<file path="src/rtl/axil_pkg.sv">
// Shared AXI4-Lite definitions: response codes and byte-address to word-index conversion.
package axil_pkg;

    localparam logic [1:0] RESP_OKAY   = 2'b00;
    localparam logic [1:0] RESP_SLVERR = 2'b10;

    // Drops the byte-lane bits of a byte address; data_w is 32 or 64.
    function automatic logic [63:0] addr_to_idx(input logic [63:0] addr, input int unsigned data_w);
        return (data_w == 64) ? (addr >> 3) : (addr >> 2);
    endfunction

endpackage

</file>
<file path="src/rtl/axil_wstrb_merge.sv">
// Combinational byte-enable merge: each byte comes from new_i when its strobe is set, else old_i.
module axil_wstrb_merge #(
    parameter int unsigned DATA_W = 32
) (
    input  logic [DATA_W-1:0]   old_i,
    input  logic [DATA_W-1:0]   new_i,
    input  logic [DATA_W/8-1:0] strb_i,
    output logic [DATA_W-1:0]   merged_o
);

    for (genvar b = 0; b < DATA_W / 8; b++) begin : g_byte
        assign merged_o[b*8 +: 8] = strb_i[b] ? new_i[b*8 +: 8] : old_i[b*8 +: 8];
    end

endmodule

</file>
<file path="src/rtl/axil_reg_bank.sv">
// AXI4-Lite register bank: N_CTRL read/write control words followed by N_STAT read-only status words.
// Build option: define AXIL_REG_BANK_SLVERR_EN to answer stat writes and out-of-range accesses with SLVERR.
module axil_reg_bank
    import axil_pkg::*;
#(
    parameter int unsigned DATA_W = 32,
    parameter int unsigned ADDR_W = 32,
    parameter int unsigned N_CTRL = 8,
    parameter int unsigned N_STAT = 8,
    parameter logic [N_CTRL*DATA_W-1:0] CTRL_RST = '0
) (
    input  logic                       Clk,
    input  logic                       reset_rtl_0,
    input  logic [ADDR_W-1:0]          s_axil_awaddr,
    input  logic [2:0]                 s_axil_awprot,
    input  logic                       s_axil_awvalid,
    output logic                       s_axil_awready,
    input  logic [DATA_W-1:0]          s_axil_wdata,
    input  logic [DATA_W/8-1:0]        s_axil_wstrb,
    input  logic                       s_axil_wvalid,
    output logic                       s_axil_wready,
    output logic [1:0]                 s_axil_bresp,
    output logic                       s_axil_bvalid,
    input  logic                       s_axil_bready,
    input  logic [ADDR_W-1:0]          s_axil_araddr,
    input  logic [2:0]                 s_axil_arprot,
    input  logic                       s_axil_arvalid,
    output logic                       s_axil_arready,
    output logic [DATA_W-1:0]          s_axil_rdata,
    output logic [1:0]                 s_axil_rresp,
    output logic                       s_axil_rvalid,
    input  logic                       s_axil_rready,
    output logic [N_CTRL*DATA_W-1:0]   ctrl_o,
    output logic [N_CTRL-1:0]          ctrl_wr_o,
    // Kept one word wide when N_STAT is 0 so the port never collapses to zero width.
    input  logic [(N_STAT > 0 ? N_STAT : 1)*DATA_W-1:0] stat_i
);

    localparam int unsigned STRB_W = DATA_W / 8;
    localparam int unsigned CIDX_W = (N_CTRL > 1) ? $clog2(N_CTRL) : 1;
    localparam int unsigned N_REGS = N_CTRL + N_STAT;

    logic                aw_full_q, aw_full_d;
    logic                aw_is_ctrl_q, aw_is_ctrl_d;
    logic [CIDX_W-1:0]   aw_sel_q, aw_sel_d;
    logic                w_full_q, w_full_d;
    logic [DATA_W-1:0]   w_data_q, w_data_d;
    logic [STRB_W-1:0]   w_strb_q, w_strb_d;
    logic                bvalid_q, bvalid_d;
    logic [1:0]          bresp_q, bresp_d;
    logic                rvalid_q, rvalid_d;
    logic [1:0]          rresp_q, rresp_d;
    logic [DATA_W-1:0]   rdata_q, rdata_d;
    logic [DATA_W-1:0]   ctrl_q [N_CTRL];
    logic [DATA_W-1:0]   ctrl_d [N_CTRL];
    logic [N_CTRL-1:0]   ctrl_wr_q, ctrl_wr_d;

    logic [63:0]         aw_idx, ar_idx;
    logic [DATA_W-1:0]   old_word, merged_word, rd_word;
    logic [1:0]          wr_resp, rd_resp;
    logic                aw_hs, w_hs, ar_hs, commit;
    logic                unused_prot;

    assign unused_prot = ^{s_axil_awprot, s_axil_arprot};

    assign aw_hs  = s_axil_awvalid && !aw_full_q;
    assign w_hs   = s_axil_wvalid && !w_full_q;
    assign ar_hs  = s_axil_arvalid && !rvalid_q;
    // A held B response blocks the next commit until the master takes it.
    assign commit = aw_full_q && w_full_q && (!bvalid_q || s_axil_bready);

    assign aw_idx = addr_to_idx(64'(s_axil_awaddr), DATA_W);
    assign ar_idx = addr_to_idx(64'(s_axil_araddr), DATA_W);

    always_comb begin
        old_word = '0;
        for (int unsigned i = 0; i < N_CTRL; i++) begin
            if (aw_sel_q == CIDX_W'(i)) old_word = ctrl_q[i];
        end
    end

    axil_wstrb_merge #(
        .DATA_W (DATA_W)
    ) u_merge (
        .old_i    (old_word),
        .new_i    (w_data_q),
        .strb_i   (w_strb_q),
        .merged_o (merged_word)
    );

    // Out-of-range indices match no entry and read as zero.
    always_comb begin
        rd_word = '0;
        for (int unsigned i = 0; i < N_CTRL; i++) begin
            if (ar_idx == 64'(i)) rd_word = ctrl_q[i];
        end
        for (int unsigned i = 0; i < N_STAT; i++) begin
            if (ar_idx == 64'(N_CTRL + i)) rd_word = stat_i[i*DATA_W +: DATA_W];
        end
    end

`ifdef AXIL_REG_BANK_SLVERR_EN
    assign wr_resp = aw_is_ctrl_q ? RESP_OKAY : RESP_SLVERR;
    assign rd_resp = (ar_idx < 64'(N_REGS)) ? RESP_OKAY : RESP_SLVERR;
`else
    assign wr_resp = RESP_OKAY;
    assign rd_resp = RESP_OKAY;
`endif

    always_comb begin
        aw_full_d    = aw_full_q;
        aw_is_ctrl_d = aw_is_ctrl_q;
        aw_sel_d     = aw_sel_q;
        w_full_d     = w_full_q;
        w_data_d     = w_data_q;
        w_strb_d     = w_strb_q;
        bvalid_d     = bvalid_q;
        bresp_d      = bresp_q;
        ctrl_d       = ctrl_q;
        ctrl_wr_d    = '0;

        if (bvalid_q && s_axil_bready) bvalid_d = 1'b0;

        if (commit) begin
            aw_full_d = 1'b0;
            w_full_d  = 1'b0;
            bvalid_d  = 1'b1;
            bresp_d   = wr_resp;
            for (int unsigned i = 0; i < N_CTRL; i++) begin
                if (aw_is_ctrl_q && aw_sel_q == CIDX_W'(i)) begin
                    ctrl_d[i]    = merged_word;
                    ctrl_wr_d[i] = 1'b1;
                end
            end
        end

        if (aw_hs) begin
            aw_full_d    = 1'b1;
            aw_is_ctrl_d = aw_idx < 64'(N_CTRL);
            aw_sel_d     = CIDX_W'(aw_idx);
        end
        if (w_hs) begin
            w_full_d = 1'b1;
            w_data_d = s_axil_wdata;
            w_strb_d = s_axil_wstrb;
        end
    end

    always_comb begin
        rvalid_d = rvalid_q;
        rresp_d  = rresp_q;
        rdata_d  = rdata_q;
        if (rvalid_q && s_axil_rready) rvalid_d = 1'b0;
        if (ar_hs) begin
            rvalid_d = 1'b1;
            rresp_d  = rd_resp;
            rdata_d  = rd_word;
        end
    end

    always_ff @(posedge Clk or posedge reset_rtl_0) begin
        if (reset_rtl_0) begin
            aw_full_q    <= 1'b0;
            aw_is_ctrl_q <= 1'b0;
            aw_sel_q     <= '0;
            w_full_q     <= 1'b0;
            w_data_q     <= '0;
            w_strb_q     <= '0;
            bvalid_q     <= 1'b0;
            bresp_q      <= RESP_OKAY;
            rvalid_q     <= 1'b0;
            rresp_q      <= RESP_OKAY;
            rdata_q      <= '0;
            ctrl_wr_q    <= '0;
            for (int unsigned i = 0; i < N_CTRL; i++) begin
                ctrl_q[i] <= CTRL_RST[i*DATA_W +: DATA_W];
            end
        end else begin
            aw_full_q    <= aw_full_d;
            aw_is_ctrl_q <= aw_is_ctrl_d;
            aw_sel_q     <= aw_sel_d;
            w_full_q     <= w_full_d;
            w_data_q     <= w_data_d;
            w_strb_q     <= w_strb_d;
            bvalid_q     <= bvalid_d;
            bresp_q      <= bresp_d;
            rvalid_q     <= rvalid_d;
            rresp_q      <= rresp_d;
            rdata_q      <= rdata_d;
            ctrl_wr_q    <= ctrl_wr_d;
            ctrl_q       <= ctrl_d;
        end
    end

    for (genvar i = 0; i < N_CTRL; i++) begin : g_ctrl_out
        assign ctrl_o[i*DATA_W +: DATA_W] = ctrl_q[i];
    end

    assign s_axil_awready = !aw_full_q;
    assign s_axil_wready  = !w_full_q;
    assign s_axil_bvalid  = bvalid_q;
    assign s_axil_bresp   = bresp_q;
    assign s_axil_arready = !rvalid_q;
    assign s_axil_rvalid  = rvalid_q;
    assign s_axil_rresp   = rresp_q;
    assign s_axil_rdata   = rdata_q;
    assign ctrl_wr_o      = ctrl_wr_q;

endmodule

</file>
<file path="config.mk">
export PLATFORM = sky130hd
export DESIGN_NAME = axil_reg_bank
export DESIGN_NICKNAME = d
export VERILOG_FILES = /design/src/rtl/axil_pkg.sv /design/src/rtl/axil_wstrb_merge.sv /design/src/rtl/axil_reg_bank.sv
export SDC_FILE = /design/constraint.sdc
export NUM_CORES = 1
export LEC_CHECK = 0
export CORE_AREA = 10 10 252 254
export DETAILED_ROUTE_END_ITERATION = 10
export DIE_AREA = 0 0 262 264
export SLEW_MARGIN = 20
export SYNTH_ARGS = -nofsm -noshare
export SYNTH_HDL_FRONTEND = slang
export SYNTH_HIERARCHICAL = 1
export SYNTH_SLANG_ARGS = --single-unit
</file>
<file path="constraint.sdc">
create_clock -name Clk -period 27.2 [get_ports Clk]
set_input_delay 5.44 -clock Clk [delete_from_list [all_inputs] [get_ports Clk]]
set_output_delay 5.44 -clock Clk [all_outputs]
set_load 0.03 [all_outputs]
</file>
==> reports/metrics.yaml, run 1 <==
cells_and_area:
  final_cell_mix: "656 x clkdlybuf4s50_1, 649 x nand2_1, 337 x dfrtp_1, 153 x mux2_2, 125 x o21ai_0"
  fillCellCount: 5576
  layout_commonest_cell: "clkdlybuf4s50_1"
  seqCellArea_sq_um: 8510
  final_util_pct: 50.0
  syn2layout_area_growth_pct: 44.5
  layout.nets: 3256
  drive_gt1_share_pct: 13.4
  multi_input_comb_area_sq_um: 11100
detailed_routing:
  vias: 23100
  drt_first_pass_iters: 9
  wl_per_cell_um: 35.8
  drc_errors: 0
  wirelength_mm: 134
  drt_iter0_markers: 3559
  final_antenna_net_count: 0
  vias_per_cell: 6.19
yosys:
  synth.area.mux_share_pct: 15.9
  ys.flop_type: "dfrtp_1"
  ys_ff_latch: 340
  synth_top_family_by_area: "simple AND/OR/NAND/NOR gates"
  synth_cell_type_count: 76
  synth_seq_area_share_pct: 42.0
  ys_async_sr_fraction_pct: 100
  synth-compound-area-share_pct: 17.4
  synth-xor-area-share_pct: 0
  synth_warnings: 6
  yosys.area_share.simple_pct: 20.6
  synth-edff-count: 0
  synthAdderAreaFrac_pct: 0
  syn_inst: 2288
  synthesis.area_sq_um: 20200
  syn_area_per_cell_sq_um: 8.85
global_route:
  grt_overflow: 0
  grt_pass1_vias: 22300
  grt_max_degree: 153
  grt_pass1_wl_mm: 182
  antenna_found_initial: 43
  grt_usage_pct: 36.9
floorplan:
  start_util_pct: 34.6
  ioPinCount: 674
  die_area_sq_um: 69200
  fp.dieW_um: 262
  die-height_um: 264
  core-area_sq_um: 58500
  core.rowCount: 89
cts:
  cts_made_buffers: 42
  clk_pin_slew_ns: 0.06
  cts_hold_buf: 0
  clk_latency_ns: 0.59
  cts.path.max_buffers: 3
  cts_root_buf: "clkbuf_16"
  htree_levels: 2
  postCtsSetupRepairBufs: 0
  cts_sinks: 340
  post_cts_resized: 0
  cts_tree: "built"
timing:
  hold_viol_final: 0
  slew_viol_final: 0
  fin_skew_ns: 0.0178
  setup_viol: 0
  slew_headroom_pct: 14.0
  period_share_pct: 36.0
  final.min_clock_period_ns: 9.80
  holdWs_ns: 0.485
  worst_pin_slew_ns: 1.28
  fmax_mhz: 102
  rsz0062_at_grt: "no"
  fin_tns_setup_ns: 0
pwr:
  leakagePower_nw: 12.7
  finalPower_mw: 1.75
  powerDensity_nw_per_um2: 59.7
  ir_drop_v: 0.0000571
worst_setup_path:
  crit_type: "input pin to flip-flop"
  r2r_setup_slack_ns: 23.01
  end_kind: "flip-flop"
  crit_arrival_ns: 10.20
  start_kind: "input pin"
  worstPathRequired_ns: 27.61
  crit_fanout: 49
run_status:
  status: "completed"
job:
  drv_cap: 0
hold_path:
  hp-class: "flip-flop to flip-flop"
place:
  port_buffers: 659
  dpl.hpwl_mm: 94.6
  gp_routability_congestion: 0.967
-- metrics by stage --
stage / setup WS [ns] / area [sq um] / std cells
after floorplan: 12.34 / 20300 / 2291
after global placement: 16.99 / 27700 / 3616
after detailed placement: 17.02 / 27700 / 3616
after CTS: 17.63 / 29100 / 3693
after global routing: 17.36 / 29200 / 3722
final: 17.40 / 29300 / 3727
-- worst max-delay path, stage by stage --
cell	delay [ns]
buf_4	0.45
buf_4	0.72
buf_4	0.63
nand2_1	0.76
nor3_2	0.29
buf_4	0.35
nand4_1	0.45
o32ai_1	0.59
a31o_1	0.32
a21oi_1	0.10
-- Yosys cell counts, types with 12 or more instances --
library cell	count	share of area, %
a21oi_1	109	2.7
nand4_1	12	0.37
mux2i_1	73	3.6
nor3_1	33	0.82
nor2_1	126	2.3
buf_1	20	0.37
buf_2	25	0.62
nor4_1	16	0.49
inv_1	16	0.30
mux4_2	13	1.4
o211ai_1	44	1.6
nand2b_1	12	0.37
mux2_2	153	8.5
mux2_4	32	2.4
nand2_1	650	12
o21ai_0	125	3.1
nor2b_1	13	0.40
o22ai_1	25	0.77
nand3_1	45	1.1
clkbuf_1	118	2.2
a222oi_1	16	0.79
o21ai_1	19	0.47
a22oi_1	22	0.82
a22o_1	39	1.7
dfrtp_1	340	42
-- power by group --
part           switching (mW)  leakage [nW]  total (mW)  internal [mW]
clock                   0.240         0.700       0.595          0.355
sequential             0.0586          4.61       0.600          0.541
combinational           0.344          7.40       0.551          0.207
total                   0.642          12.7        1.75           1.10
-- cell families (layout without fill, tap and decap cells) --
kind of cell           Yosys count  count (layout)
and+or+nand+nor                956             956
AOI/OAI and AO/OA              525             525
DFF                            340             340
muxes                          271             271
buffers and inverters          195             824
other                            1              38
-- registers in the layout, indices dropped and copies added, names as in the netlist --
| register | flops |
|---|---|
| w_strb_q | 4 |
| aw_full_q | 1 |
| ctrl_wr_o | 8 |
| s_axil_rdata | 32 |
| aw_sel_q | 3 |
| w_data_q | 32 |
| ctrl_o | 256 |
| s_axil_bvalid | 1 |
| s_axil_rvalid | 1 |
| w_full_q | 1 |
| aw_is_ctrl_q | 1 |
-- layout make-up --
class	instances	area share (%)
flip-flops and latches	340	29.1
well taps	773	3.31
clock inverters	18	0.779
repair buffers	727	24.3
clock buffers	59	4.09
diodes	34	0.291
inverters	20	0.282
multi-input cells	1756	37.8
-- per-layer routing --
metal,track usage [%],routed length [um]
met5,0,73
met4,19.6,7620
met3,12.3,16700
met2,57.3,60500
met1,44.8,48700
-- path summary, 6_finish.rpt --
path,startpoint,to,depth (start not counted)
max reg2reg,aw_sel_q[2]$_DFFE_PP0P_,ctrl_o[248]$_DFFE_PP0P_,9
min in group asynchronous,reset_rtl_0,w_strb_q[3]$_DFFE_PP0P_,2
max in group asynchronous,reset_rtl_0,s_axil_rdata[13]$_DFFE_PP0P_,3
min,s_axil_rdata[28]$_DFFE_PP0P_,s_axil_rdata[28]$_DFFE_PP0P_,2
max,s_axil_araddr[3],s_axil_rdata[30]$_DFFE_PP0P_,10
min reg2reg,s_axil_rdata[28]$_DFFE_PP0P_,s_axil_rdata[28]$_DFFE_PP0P_,2
(Power assumes the default switching activity.)
==> inputs of run 2 (changes only) <==
--- a/config.mk
+++ b/config.mk
@@ -5,9 +5,10 @@
 export SDC_FILE = /design/constraint.sdc
 export NUM_CORES = 1
 export LEC_CHECK = 0
-export CORE_AREA = 10 10 252 254
+export CORE_AREA = 10 10 251 253
 export DETAILED_ROUTE_END_ITERATION = 10
-export DIE_AREA = 0 0 262 264
+export DIE_AREA = 0 0 261 263
+export PLACE_DENSITY = 0.66
 export SLEW_MARGIN = 20
 export SYNTH_ARGS = -nofsm -noshare
 export SYNTH_HDL_FRONTEND = slang
==> constraint.sdc (replaced) <==
create_clock -name Clk -period 8.25 [get_ports Clk]
set_input_delay 1.65 -clock Clk [delete_from_list [all_inputs] [get_ports Clk]]
set_output_delay 1.65 -clock Clk [all_outputs]
set_load 0.03 [all_outputs]
==> reports/metrics.yaml, run 2 (synthesized netlist as in run 1, its figures left out) <==
cells_and_area:
  layout_commonest_cell: "clkdlybuf4s50_1"  # unchanged
  layout.nets: 3260  # was 3256
  design_area_sq_um: 29200  # was 29300 sq um
  seqCellArea_sq_um: 8510  # unchanged
  syn2layout_area_growth_pct: 44.2  # was 44.5%
  drive_gt1_share_pct: 13.3  # was 13.4%
  largest_reg_flops: 256  # unchanged
  fillCellCount: 5483  # was 5576
  multi_input_comb_area_sq_um: 11000  # was 11100 sq um
  final_cell_mix: "656 x clkdlybuf4s50_1, 648 x nand2_1, 337 x dfrtp_1, 153 x mux2_2, 125 x o21ai_0"  # was 656 x clkdlybuf4s50_1, 649 x nand2_1, 337 x dfrtp_1, 153 x mux2_2, 125 x o21ai_0
cts:
  cts_made_buffers: 41  # was 42
  cts_tree: "built"  # unchanged
  cts_root_buf: "clkbuf_16"  # unchanged
  cts.path.max_buffers: 3  # unchanged
  clk_pin_slew_ns: 0.06  # about the same
  htree_levels: 2  # unchanged
  postCtsSetupRepairBufs: 0  # unchanged
  post_cts_resized: 0  # unchanged
  cts_hold_buf: 0  # unchanged
  cts_sinks: 340  # unchanged
  clk_latency_ns: 0.58  # was 0.59 ns
timing:
  setup_ws_ns: 2.83  # was 17.40 ns
  fin_tns_setup_ns: 0  # unchanged
  setup_viol: 0  # unchanged
  fin_skew_ns: 0.0148  # was 0.0178 ns
  hold_viol_final: 0  # unchanged
  rsz0062_at_grt: "no"  # unchanged
  slew_viol_final: 0  # unchanged
  final.min_clock_period_ns: 5.42
  worst_pin_slew_ns: 1.27  # was 1.28 ns
  slew_headroom_pct: 13.5  # was 14.0%
  fmax_mhz: 185
  period_share_pct: 65.6
place:
  dp_slack_ns: 2.43  # was 17.02 ns
  postPlaceCellArea_sq_um: 27700  # about the same
  port_buffers: 659  # unchanged
  dpl.hpwl_mm: 95.5  # was 94.6 mm
  gp_routability_congestion: 0.976  # was 0.967
worst_setup_path:
  crit_type: "input pin to flip-flop"  # unchanged
  r2r_start: "aw_sel_q[2]$_DFFE_PP0P_"  # unchanged
  crit_top_cell: "a221oi_1"  # was buf_4
  start_kind: "input pin"  # unchanged
  r2r_setup_slack_ns: 4.88  # was 23.01 ns
  crit_path_cell_trace: "clkdlybuf4s50_1 -> nor4_2 -> nand4_2 -> nor3_2 -> buf_4 -> a211oi_1 -> a221oi_1 -> a221oi_1 -> or2_1"  # was buf_4 -> buf_4 -> buf_4 -> nand2_1 -> nor3_2 -> buf_4 -> nand4_1 -> o32ai_1 -> a31o_1 -> a21oi_1
  crit_slowest_cell: "nor3_2"  # was nand2_1
  crit_fanout: 23  # was 49
  r2r_cells: 8  # was 9
  crit_arrival_ns: 5.88  # was 10.20 ns
  critical_path.max_stage_delay_ns: 1.05  # was 0.76 ns
  r2r_end: "ctrl_o[44]$_DFFE_PP0P_"  # was ctrl_o[248]$_DFFE_PP0P_
  worstPathRequired_ns: 8.72  # was 27.61 ns
  end_kind: "flip-flop"  # unchanged
floorplan:
  start_util_pct: 34.8  # was 34.6%
  ioPinCount: 674  # unchanged
  die-height_um: 263  # was 264 um
  fp.dieW_um: 261  # was 262 um
  core-area_sq_um: 58200  # was 58500 sq um
  core.rowCount: 89  # unchanged
  die_area_sq_um: 68600  # was 69200 sq um
detailed_routing:
  wl_per_cell_um: 35.7  # was 35.8 um
  vias: 23100  # about the same
  drt_first_pass_iters: 10  # was 9
  wirelength_mm: 133  # was 134 mm
  vias_per_cell: 6.18  # was 6.19
  final_antenna_net_count: 0  # unchanged
  drt_iter0_markers: 3417  # was 3559
  drc_errors: 0  # unchanged
global_route:
  grt_pass1_wl_mm: 183  # was 182 mm
  grt_max_degree: 175  # was 153
  antenna_found_initial: 53  # was 43
  grt_pass1_vias: 22200  # was 22300
  grt_usage_pct: 37.2  # was 36.9%
  grt_overflow: 0  # unchanged
hold_path:
  whs_path_depth: 2  # unchanged
  hp-class: "flip-flop to flip-flop"  # unchanged
  min_to: "s_axil_rdata[13]$_DFFE_PP0P_"  # was s_axil_rdata[28]$_DFFE_PP0P_
  hp-start: "s_axil_rdata[13]$_DFFE_PP0P_"  # was s_axil_rdata[28]$_DFFE_PP0P_
job:
  drv_cap: 0  # unchanged
pwr:
  leakagePower_nw: 12.7  # about the same
  finalPower_mw: 5.63  # was 1.75 mW
  powerDensity_nw_per_um2: 193  # was 59.7 nW/um^2
  ir_drop_v: 0.000150  # was 0.0000571 V
run_status:
  status: "completed"  # unchanged
## run 2: layer usage
layer / vias to the layer above / part of all wire, % / GRT usage [%]
met3: 420 / 13 / 13.0
met2: 1794 / 46 / 58.3
met4: 30 / 6.0 / 20.4
li1: 9418 / - / -
met1: 11400 / 35 / 43.8
met5: - / 0.16 / 0
## run 2: worst max path at each step
stage,from,to,slack [ns],cells past startpoint
after detailed placement,s_axil_araddr[19],s_axil_rdata[3]$_DFFE_PP0P_,2.43,9
final,s_axil_araddr[19],s_axil_rdata[3]$_DFFE_PP0P_,2.83,9
after CTS,s_axil_araddr[19],s_axil_rdata[3]$_DFFE_PP0P_,3.03,9
after floorplan,reset_rtl_0,aw_full_q$_DFFE_PP0P_,2.05,1
after global routing,s_axil_araddr[19],s_axil_rdata[3]$_DFFE_PP0P_,2.73,9
after global placement,s_axil_araddr[19],s_axil_rdata[3]$_DFFE_PP0P_,2.49,9
## run 2: stage by stage
step	cells	utilization (%)	hold slack [ns]
floorplan	2291	-	0.481
finish	3732	50.1	0.494
global route	3726	50.1	0.522
global placement	3620	47.6	0.471
detailed placement	3620	47.6	0.478
CTS	3693	49.9	0.491
## run 2: final cells by class
cell class / instances / area share (%)
diodes: 38 / 0.326
clock buffers: 65 / 4.31
clock inverters: 8 / 0.249
inverters: 20 / 0.270
multi-input cells: 1756 / 37.8
flip-flops and latches: 340 / 29.2
well taps: 773 / 3.31
repair buffers: 732 / 24.6
## run 2: power by group
| part | total (mW) | switching [mW] | leakage, nW | internal [mW] |
|---|---|---|---|---|
| combinational | 1.80 | 1.12 | 7.40 | 0.683 |
| clock | 1.86 | 0.781 | 0.659 | 1.08 |
| sequential | 1.96 | 0.180 | 4.61 | 1.78 |
## run 2: worst max-delay path: cells and delay by family
kind                   cells  cell delay (ns)
and+or+nand+nor            4             2.53
buffers and inverters      2             0.79
AOI/OAI and AO/OA          3             0.88
==> RTL change 1: new RTL, config.mk and constraints of run 2 <==
The option `AXIL_REG_BANK_SLVERR_EN` is turned on by a define.
--- a/src/rtl/axil_reg_bank.sv
+++ b/src/rtl/axil_reg_bank.sv
@@ -1,4 +1,6 @@
 // AXI4-Lite register bank: N_CTRL read/write control words followed by N_STAT read-only status words.
 // Build option: define AXIL_REG_BANK_SLVERR_EN to answer stat writes and out-of-range accesses with SLVERR.
+`define AXIL_REG_BANK_SLVERR_EN
+
 module axil_reg_bank
     import axil_pkg::*;
Formal check against the unedited RTL: not equivalent (Yosys sat finds a counterexample within 4 cycles, from zero or initial values and one cycle with reset_rtl_0 high).
==> RTL change 1 against run 2 <==
Clock skew grew 0.0013 ns. Routed wire length shrank 2.1%. Sequential cell count grew 2. Final area shrank 0.57%. Core utilization shrank 0.29 points. Count of clock-buffer cells in the layout shrank 5. Area after synthesis shrank 1.4%. Worst setup slack gained 0.027 ns. Power grew 2.1%. Critical endpoint is now s_axil_rdata[1]. Largest power group unchanged.
==> RTL change 1: results (changes against run 2) <==
- Routability Congestion: 0.960 (-1.6%)
- Met2 global-route usage: 0.569 (-0.0133)
- Cell area after placement: 27400 sq um (-1.1%)
- Vias in the first global route: 22300 (+0.39%)
- Latest clock arrival within the worst-skew pair: 0.59 ns
- Most instantiated library cell after synthesis: nand2_1
- Wire length reported by the detailed router: 130000 microns (-2.1%)
- Synth Flop Type: dfrtp_1
- Asr flop ratio synth: 1.00 (unchanged)
- Routed length on met2: 58600 microns (-3.8%)
- Global-route wire length before repair: 179000 microns (-2.2%)
- Yosys synthesis warning count: 6 (unchanged)
- DRT met1 WL: 47600 microns (+0.76%)
- Count of buffers from port buffering: 661 (+0.30%)
- Share of final-layout standard cells stronger than drive strength 1: 0.157 (+0.0244)
- Met3 wire len: 15600 microns (-6.7%)
- GRT Util Overall: 0.364 (-0.00724)
- Number of antenna violations at the first check in global routing: 28 (-47%)
- Max VDD drop: 174 uV (+16%)
- Proportion of synthesized chip area in sequential cells: 0.429 (+0.00868)
- Fraction of met1 tracks used by global routing: 0.431 (-0.00768)
- Reported net switching power: 0.00209 W (+0.36%)
- Detailed placer's ending HPWL: 94200 microns (-1.3%)
- Number of buffers added for setup after CTS: 0 (unchanged)
- P_leak: 12.6 nW (-0.25%)
- Crit path max fanout: 20 (-13%)
- Met3 routing resource usage after global routing: 0.125 (-0.00469)
- Worst Path Arrival: 5.84 ns (-0.04 ns)
- Number of library cell types mapped by synthesis: 70 (-7.9%)
- Quantity of gates resized following cts: 0 (unchanged)
- Outcome: completed
- Worst-case headroom to the max-slew limit: 0.219 (+0.0847)
- Number of DRC markers after the initial detailed-route iteration: 2864 (-16%)
- DRT Pass-1 Iters: 7 (-3)
- Number of buffers created by CTS: 43 (+4.9%)
- Kind of path behind the tightest hold check: flip-flop to flip-flop
- Maximum number of pins on one net before global-route repair: 177 (+1.1%)
- Top post-synthesis cells by area: dfrtp_1 (43%), nand2_1 (11%), mux2_2 (11%)
- Net count, final: 3140 (-3.7%)
- Post-detailed-route via-to-cell ratio: 6.17 (about the same)
- Leading cell types by count after synthesis: nand2_1 (582), dfrtp_1 (342), mux2_2 (194), o21ai_0 (129), nor2_1 (113)
- Worst Skew: 0.0160 ns (+0.00126 ns)
==> RTL change 1: cell count changes in the layout (fill, tap and decap cells not counted), sizes merged, moves of 8 or more <==
cell	delta
a2bb2oi	-8
nand2	-70
o221ai	+15
a22oi	+14
buf	-8
nor3	-14
diode	-13
a221oi	+9
mux4	+12
mux2	+41
mux2i	-18
nand2b	-8
nand3	-14
nor2	-11
==> RTL change 1: worst max-delay path: stages <==
cell and delay, ns:
clkdlybuf4s50_1 0.44, nor4_1 0.79, nand4_1 0.40, nor2_2 0.17, buf_4 0.41, nand2_1 0.60, o21ai_0 0.41, o211ai_1 0.36
a221oi_1 0.49, o21ai_1 0.10
==> RTL change 1: layout make-up <==
cell class | instances | area, sq um
Antenna cell | 25 | 62.6
Clock buffer | 60 | 1240
Clock inverter | 19 | 220
Fill cell | 5470 | 29200
Inverter | 16 | 63.8
Multi-Input combinational cell | 1641 | 10700
Sequential cell | 342 | 8560
Tap cell | 773 | 967
Timing Repair Buffer | 727 | 7160
==> RTL change 1: worst paths after layout <==
kind                                    from               to  slack, ns  depth (start not counted)
min                          s_axil_rresp[1]  s_axil_rresp[1]       0.48                          2
min in group asynchronous        reset_rtl_0      ctrl_o[222]       1.55                          2
max in group asynchronous        reset_rtl_0      ctrl_o[134]       5.21                          4
min reg2reg                  s_axil_rresp[1]  s_axil_rresp[1]       0.48                          2
max                        s_axil_araddr[19]  s_axil_rdata[1]       2.86                         10
max reg2reg                      aw_sel_q[0]      ctrl_o[177]       4.47                          4
==> RTL change 1: metrics by stage <==
| step | cells | power [W] | hold slack, ns | setup WS (ns) | util |
|---|---|---|---|---|---|
| CTS | 3576 | 0.00569 | 0.493 | 3.03 | 0.496 |
| finish | 3603 | 0.00574 | 0.483 | 2.86 | 0.498 |
| detailed placement | 3497 | 0.00371 | 0.481 | 2.41 | 0.471 |
| global route | 3599 | 0.00587 | 0.525 | 2.63 | 0.498 |
| floorplan | 2158 | 0.00293 | 0.481 | 2.03 | - |
| global placement | 3497 | 0.00367 | 0.464 | 2.57 | 0.471 |
==> RTL change 1: power groups by stage <==
stage               registers (W)  clock network, W  logic, W
floorplan                 0.00192                 0   0.00101
global placement          0.00202                 0   0.00165
detailed placement        0.00202                 0   0.00168
CTS                       0.00200           0.00200   0.00169
global route              0.00201           0.00206   0.00179
finish                    0.00201           0.00199   0.00174
==> RTL change 1: kinds of logic after synthesis <==
group / count (synthesis) / share of synthesized area
AOI/OAI and AO/OA: 498 / 0.164
buffers and inverters: 175 / 0.0378
DFF: 342 / 0.429
muxes: 306 / 0.189
other: 1 / 0.000188
and+or+nand+nor: 835 / 0.179
==> RTL change 2: new RTL, settings of run 2 <==
Without the edit above. Reset style: synchronous (`reset_rtl_0`), changed in one clocked block.
--- a/src/rtl/axil_reg_bank.sv
+++ b/src/rtl/axil_reg_bank.sv
@@ -159,5 +159,5 @@
     end
 
-    always_ff @(posedge Clk or posedge reset_rtl_0) begin
+    always_ff @(posedge Clk) begin
         if (reset_rtl_0) begin
             aw_full_q    <= 1'b0;
Check against the original RTL: differs if reset_rtl_0 is asserted again (counterexample within 4 cycles, from zero or initial values and one cycle with reset_rtl_0 high); with reset_rtl_0 held inactive, the same outputs for 4 cycles.
==> RTL change 2 against run 2 <==
Area after synthesis down 5.2%. Worst setup slack improved by 0.14 ns. Routed wire length decreased by 0.48%. Sequential cell count stayed put. Critical path type unchanged. Fmax up 2.7%. Final area decreased by 4.6%. Register-to-register slack gained 0.05 ns.
Power is not compared: it rests on default switching activity, and its combinational part moved more than twofold at a synthesized area within 25%.
==> RTL change 2: results (changes against run 2) <==
- Multi-Input Combinational: 1944 (+11%)
- Net count, final: 3434 (+5.3%)
- Routability Congestion: 0.974 (-0.24%)
- Post-detailed-route via-to-cell ratio: 6.13 (-0.68%)
- P_leak: around 9.1 nW
- Worst Path Arrival: 5.72 ns (-0.16 ns)
- Hold EP: w_data_q[22]
- Number of library cell types mapped by synthesis: 73 (-3.9%)
- Bufs w/o clock: 727 (-0.68%)
- Post-route clock period utilization: 0.639 (-0.0171)
- Share of final-layout standard cells stronger than drive strength 1: 0.0964 (-0.0364)
- Area fraction of clock buffers and clock inverters: 0.0493 (+0.00365)
- Xor/xnor cell area share of the yosys netlist: 0.000457 (+0.000457)
- Synth Area in Compound Gates: 0.257 (+0.0838)
- Leading cell types by count after synthesis: nand2_1 (703), a21oi_1 (381), dfxtp_1 (340), clkbuf_1 (151), nor2_1 (126)
- Number of DRC markers after the initial detailed-route iteration: 3241 (-5.2%)
- Share of cell area taken by multi-input logic gates: 0.411 (+0.0335)
- Worst reg2reg path startpoint: aw_sel_q[0]
- DRT Pass-1 Iters: 9 (-1)
- Wire length reported by the detailed router: 132000 microns (-0.48%)
- Vias in the first global route: 22700 (+2.2%)
- Area occupied by registers: 6820 sq um (-20%)
- Global-route wire length before repair: 181000 microns (-0.83%)
- Maximum number of pins on one net before global-route repair: 117 (-33%)
- Proportion of synthesized chip area in sequential cells: 0.355 (-0.0655)
- CTS Buffer Depth: 3 (unchanged)
- GRT Util Overall: 0.365 (-0.00720)
- Slowest stage cell on the critical path: nor4_2
- Synth Flop Type: dfxtp_1
- Flip-flop count of the largest register, all copies and words added: 256 (unchanged)
- Number of antenna violations at the first check in global routing: 46 (-13%)
- Asr flop ratio synth: 0 (-1.00)
- Total inserted antenna cells: 39 (+2.6%)
- Cell area after placement: 26400 sq um (-4.9%)
- Tightest Pin Transition: 1.27 ns (+0.00756 ns)
- Non-clock inverter count in the final layout: 11 (-45%)
- Maximum cell stage delay along the critical path: 0.95 ns (-0.10 ns)
- Crit path max fanout: 14 (-39%)
- Worst Skew: 0.0203 ns (+0.00548 ns)
- Multiplexer share of the synthesized area: 0.105 (-0.0540)
- Cell count of the worst reg-to-reg path: 6 (-2)
- Setup slack on the worst flop-to-flop path: 4.93 ns (+0.05 ns)
- Fillcell total: 5677 (+3.5%)
- Critical path capture point: s_axil_rdata[18]
- Non-clock buffers, area share: 0.255 (+0.00910)
- Latest clock arrival within the worst-skew pair: 0.58 ns (about the same)
- Timing startpoint of the critical path: s_axil_araddr[20]
- Hold path start: w_data_q[22]
- End of the worst register-to-register path: ctrl_o[252]
- Fraction of met1 tracks used by global routing: 0.429 (-0.00895)
- Detailed placer's ending HPWL: 98400 microns (+3.0%)
- Met3 routing resource usage after global routing: 0.115 (-0.0144)
- Outcome: completed
- Met2 global-route usage: 0.568 (-0.0143)
- Clock buffer count: 56 (-14%)
- Top post-synthesis cells by area: dfxtp_1 (35%), nand2_1 (14%), a21oi_1 (9.9%)
[RTL change 2: power breakdown]
group / switching (W) / internal (W)
clock: 0.000774 / 0.00113
combinational: 0.000252 / 0.000233
sequential: 0.0000333 / 0.00166
[RTL change 2: kinds of logic after synthesis]
kind of cell           count (synthesis)
buffers and inverters                251
other                                  1
AO/OA/AOI/OAI                        766
flip-flops                           340
AND/OR/NAND/NOR                     1008
multiplexers                         165
XOR/XNOR                               1
[RTL change 2: through the flow]
stage	std cells	setup WS, ns	power, W	utilization	hold slack [ns]
5_1_grt	3898	2.98	0.00418	0.478	0.476
2_1_floorplan	2535	4.55	0.00191	-	0.436
3_3_place_gp	3795	2.70	0.00220	0.453	0.443
4_1_cts	3864	3.19	0.00408	0.476	0.457
6_report	3903	2.98	0.00409	0.478	0.458
3_5_place_dp	3795	2.61	0.00220	0.453	0.449
[RTL change 2: per-layer routing]
metal	wire [microns]	vias up
met4	9410	8
met2	58900	1776
met3	16100	389
li1	-	10200
met5	54	-
met1	48000	11600
